File: src/rtl/fetch_stage.sv
// Instruction-fetch front end of the 5-stage RV32I pipeline: owns the PC,
// drives the instruction-memory address and loads the IF/ID pipeline register.
module fetch_stage #(
    parameter int unsigned                 ADDRESS_WIDTH = 32,
    parameter int unsigned                 DATA_WIDTH    = 32,
    parameter logic [ADDRESS_WIDTH-1:0]    RESET_PC      = 32'h0000_0000,
    parameter int unsigned                 IMEM_BYTES    = 4096,
    parameter logic [DATA_WIDTH-1:0]       NOP_INSTR     = 32'h0000_0013
) (
    input  logic                     clk,
    input  logic                     rst,
    input  logic                     stall_f,
    input  logic                     stall_d,
    input  logic                     flush_d,
    input  logic                     pcsrc_e,
    input  logic [ADDRESS_WIDTH-1:0] pctarget_e,
    output logic [ADDRESS_WIDTH-1:0] imem_addr,
    input  logic [DATA_WIDTH-1:0]    imem_instr,
    output logic [DATA_WIDTH-1:0]    instr_d,
    output logic [ADDRESS_WIDTH-1:0] pc_d,
    output logic [ADDRESS_WIDTH-1:0] pcplus4_d,
    output logic                     valid_d,
    output logic                     fetch_err
);

    localparam logic [ADDRESS_WIDTH-1:0] PC_STEP        = ADDRESS_WIDTH'(32'd4);
    localparam logic [ADDRESS_WIDTH-1:0] LAST_WORD_ADDR = ADDRESS_WIDTH'(IMEM_BYTES - 32'd4);
    localparam logic [ADDRESS_WIDTH-1:0] ZERO_ADDR      = '0;

    // A fetch is legal only if the whole word lies inside the memory.
    function automatic logic addr_in_range(input logic [ADDRESS_WIDTH-1:0] addr);
        return (addr <= LAST_WORD_ADDR);
    endfunction

    logic [ADDRESS_WIDTH-1:0] pc_r;
    logic [ADDRESS_WIDTH-1:0] next_pc_s;
    logic [ADDRESS_WIDTH-1:0] pcplus4_f_s;
    logic [ADDRESS_WIDTH-1:0] redirect_pc_s;
    logic                     pc_in_range_s;
    logic                     ifid_load_s;
    logic                     redirect_misaligned_s;
    logic                     err_event_s;

    assign imem_addr = pc_r;

    // Next-PC selection: a resolved redirect beats a fetch stall.
    always_comb begin
        pcplus4_f_s   = pc_r + PC_STEP;
        redirect_pc_s = {pctarget_e[ADDRESS_WIDTH-1:2], 2'b00};
        next_pc_s     = pc_r;
        if (pcsrc_e) begin
            next_pc_s = redirect_pc_s;
        end else if (stall_f) begin
            next_pc_s = pc_r;
        end else begin
            next_pc_s = pcplus4_f_s;
        end
    end

    // Qualifiers for the IF/ID load and the sticky error flag.
    always_comb begin
        pc_in_range_s         = addr_in_range(pc_r);
        redirect_misaligned_s = pcsrc_e && (pctarget_e[1:0] != 2'b00);
        ifid_load_s           = 1'b0;
        if (flush_d) begin
            ifid_load_s = 1'b0;
        end else if (stall_d) begin
            ifid_load_s = 1'b0;
        end else begin
            ifid_load_s = 1'b1;
        end
        err_event_s = redirect_misaligned_s || (ifid_load_s && !pc_in_range_s);
    end

    // Program counter register.
    always_ff @(posedge clk) begin
        if (rst) begin
            pc_r <= RESET_PC;
        end else begin
            pc_r <= next_pc_s;
        end
    end

    // IF/ID pipeline register: flush injects a bubble, stall holds, else load.
    always_ff @(posedge clk) begin
        if (rst) begin
            instr_d   <= NOP_INSTR;
            pc_d      <= ZERO_ADDR;
            pcplus4_d <= ZERO_ADDR;
            valid_d   <= 1'b0;
        end else if (flush_d) begin
            instr_d   <= NOP_INSTR;
            pc_d      <= ZERO_ADDR;
            pcplus4_d <= ZERO_ADDR;
            valid_d   <= 1'b0;
        end else if (stall_d) begin
            instr_d   <= instr_d;
            pc_d      <= pc_d;
            pcplus4_d <= pcplus4_d;
            valid_d   <= valid_d;
        end else begin
            // Out-of-range fetches still record their PC so the fault is traceable.
            instr_d   <= pc_in_range_s ? imem_instr : NOP_INSTR;
            pc_d      <= pc_r;
            pcplus4_d <= pcplus4_f_s;
            valid_d   <= pc_in_range_s;
        end
    end

    // Sticky fetch error, cleared only by reset.
    always_ff @(posedge clk) begin
        if (rst) begin
            fetch_err <= 1'b0;
        end else if (err_event_s) begin
            fetch_err <= 1'b1;
        end else begin
            fetch_err <= fetch_err;
        end
    end

endmodule

File: config.mk
export PLATFORM = sky130hd
export DESIGN_NAME = fetch_stage
export DESIGN_NICKNAME = d
export VERILOG_FILES = /design/src/rtl/fetch_stage.sv
export SDC_FILE = /design/constraint.sdc
export NUM_CORES = 1
export LEC_CHECK = 0
export CAP_MARGIN = 10
export CORE_UTILIZATION = 45
export CTS_CLUSTER_DIAMETER = 120
export DETAILED_ROUTE_END_ITERATION = 10
export PLACE_DENSITY = 0.81
export SLEW_MARGIN = 20
export SYNTH_ARGS = -nofsm -noshare
export SYNTH_HDL_FRONTEND = slang
export SYNTH_SLANG_ARGS = --single-unit
File: constraint.sdc
create_clock -name clk -period 2.56 [get_ports clk]
set_input_delay 0.512 -clock clk [delete_from_list [all_inputs] [get_ports clk]]
set_output_delay 0.512 -clock clk [all_outputs]
set_load 0.05 [all_outputs]
==> metrics.md <==
| Metric | Value |
|---|---|
| Launch point of the critical path | imem_addr[17]$_SDFFE_PP0P_ |
| Die width | 113 um |
| Largest net degree at the start of global routing | 43 |
| Outcome | completed |
| Hold Path Class | reg -> reg |
| Largest cells by area after synthesis | dfxtp_1 45%, a21oi_1 7.4%, mux2i_1 6.7% |
| Global placer's final weighted congestion | 0.885 |
| Mux contribution to synthesized area | 6.73% |
| CTS max path bufs | 2 |
| Crit-path cells | clkdlybuf4s50_1 |
| Hold wc startpoint | pcplus4_d[4]$_SDFFE_PP0N_ |
| Seq/Total Area, Yosys | 45.1% |
| Max-slew headroom | 46.5% |
| Tmin final | 2380 ps |
| Worst EP required | 2050 ps |
| Synth Area in Adders | 0.227% |
| DR WL met2 | 7.30 mm |
| Metal3 WL | 1.15 mm |
| Clock latency on the worst-skew pair | 410 ps |
| Critical path type | reg -> out |
| Clk sinks | 124 |
| Xor and xnor area share after synthesis | 7.64% |
| Avg Synthesized Cell Area | 8.30 sq um |
| Per-cell routed wire length | 16.3 um |
| Launching point of the worst reg2reg path | imem_addr[2]$_SDFFE_PP0P_ |
| Cell with the most instances after synthesis | dfxtp_1 |
| First-pass GRT wire length | 25.4 mm |
| Initial antenna violation count | 0 |
| Die height | 113 um |
| Number of synthesized flops with an enable pin | 0 |
| M1 wire length | 7.39 mm |
| Crit-path leading delay family | buffers and inverters |
| Cell taking the most area after synthesis | dfxtp_1 |
| Total grt overflow | 0 |
| Setup Viol. Count Final | 0 |
| Routed WL | 16.1 mm |
| CTS clock-pin slew for the worst setup and hold paths | 50 ps |
| Footprint of the multi-input gates | 2640 sq um |
| Die area | 12700 sq um |
| Area Overhead vs Synth | 45.4% |
| Crit Reg-Reg Endpoint | imem_addr[22]$_SDFFE_PP0P_ |
| Max incr delay on CP | 890 ps |
| Dpl hpwl | 11.3 mm |
| CTS H-tree lvls | 4 |
| CP Capture Type | primary output |
| Total Negative Setup Slacks | 0 ps |
| CTS tree | yes |
| Final Skew | 8.41 ps |
| FF-to-FF path depth | 6 |
| First-pass iteration count of the detailed router | 5 |
| Hold depth | 2 |
| Mapped cell area | 5500 sq um |
| Worst Path Buf+Inv | 1 |
| Setup Fix Bufs, Post-CTS | 0 |
| Ys flop type | dfxtp_1 |
| Storage cell area | 2480 sq um |
| Top cell type's share of synthesized area | 45.1% |
| Ant. Diodes | 0 |
| Core area | 12000 sq um |
| Largest family of logic cells by synthesized area | simple AND/OR/NAND/NOR gates |
| RSZ-0062 raised after global routing | no |
| Critical Path AT | 1870 ps |
| Peak Freq | 420 MHz |
| Static Leak | 2.93 nW |
| Number of remaining DRC errors | 0 |
| Post-synthesis simple-gate area fraction | 20.2% |
| Post-route ant nets | 0 |
| CTS Hold Bufs | 0 |
| Vias in the first global route | 4985 |
| Synth async-reset ratio | 0% |
| Post-CTS Resized | 0 |
| Pre-CTS setup slack | 231 ps |
| Synth Register Bits | 124 |
| 1st-iter DRT viols | 392 |
| Synth cell types | 39 |
| IO Count | 200 |
| Detailed-route via count | 5270 |
| Maximum vdd drop | 426 uV |
| Max Used Layer | met4 |
| Root Buffer | clkbuf_16 |
| Final hold vios | 0 |
| Hold Path End | pcplus4_d[4]$_SDFFE_PP0N_ |
| Via/cell ratio | 5.35 |
| GRT Total Usage | 25.6% |
| Top cells by count, synth | 124 x dfxtp_1, 81 x a21oi_1, 74 x nor2_1, 52 x nand2_1, 47 x clkbuf_1 |
| Port buffer count | 193 |
| Complex-gate fraction of the synthesized area | 12.9% |
| Setup crit start kind | flop |
| Synth warn | 0 |
| Cells after synthesis | 663 |
| Max-slew violation count | 0 |
| CP max stage cell | clkdlybuf4s50_1 |
| Reg2reg setup slack | 210 ps |
| Fin nets | 897 |
| Rows | 40 |
| Critical path fanouts, max | 10 |
| TritonCTS buffer count | 17 |
| Fin worst setup slack | 182 ps |
| Layout cell share with drive strength beyond 1 | 6.92% |
| Slew @ Worst Pin | 802 ps |
| Max-cap violations | 0 |
| Fillers | 952 |
| Pwr/cell area | 629 nW/um^2 |
| Tcrit/Tclk final | 92.9% |
| Initial Util | 46.0% |
[worst max-delay path by stage]
stage                                 end  slack [ps]  depth (start not counted)
3_5_place_dp   imem_addr[22]$_SDFFE_PP0P_         230                          6
4_1_cts                     imem_addr[17]         170                          1
3_3_place_gp   imem_addr[26]$_SDFFE_PP0P_         330                          6
6_report                    imem_addr[17]         180                          1
2_1_floorplan  imem_addr[24]$_SDFFE_PP0P_         170                          8
5_1_grt        imem_addr[30]$_SDFFE_PP0P_          80                          6
[cell families after synthesis]
kind of cell / Yosys count
mux: 37
other cells: 1
compound gates: 132
fa+ha+maj: 1
xor+xnor: 48
simple gates: 231
buf+inv: 89
flops: 124
[stage by stage]
stage	util, %	total power [mW]	hold WS (ps)	std cells	cell area [sq um]
floorplan	-	2.56	652	668	5520
global placement	62.3	2.84	449	954	7450
detailed placement	62.3	2.86	454	954	7450
CTS	66.8	5.06	461	985	8000
global route	66.8	5.20	475	985	8000
finish	66.8	5.03	460	985	8000
[final cells by class]
cell class	count	share of cell area, %
clock inverter	7	0.814
multi-input combinational	455	33.1
inverter	17	0.798
sequential	124	31.1
tap	147	2.30
timing repair buffer	211	25.9
clock buffer	24	6.03
[registers in the layout, indices dropped and copies added (netlist names)]
name	flops
valid_d	1
pc_d	30
instr_d	32
fetch_err	1
pcplus4_d	30
imem_addr	30
[power by group]
group / switching (mW) / internal [mW]
logic: 0.452 / 0.297
clock network: 0.806 / 1.40
registers: 0.0842 / 1.99
total: 1.34 / 3.69
[cell usage in the layout, fill, tap and decap left out, drive strengths merged, types with 12 or more instances in the layout]
cell type,n
inv,17
nor4,20
nand2,53
o21ai,29
a21oi,81
buf,20
nor3,17
dfxtp,124
xor2,22
o21a,12
nor2,74
clkbuf,24
nand3,40
mux2i,37
xnor2,26
clkdlybuf4s50,191
[routing by layer]
metal,global-route usage (%),vias up
met4,8.18,0
met3,6.37,22
met1,33.2,2453
li1,-,2564
met2,41.6,231
met5,0,-
Note: power is estimated with default switching activity, not from simulation.
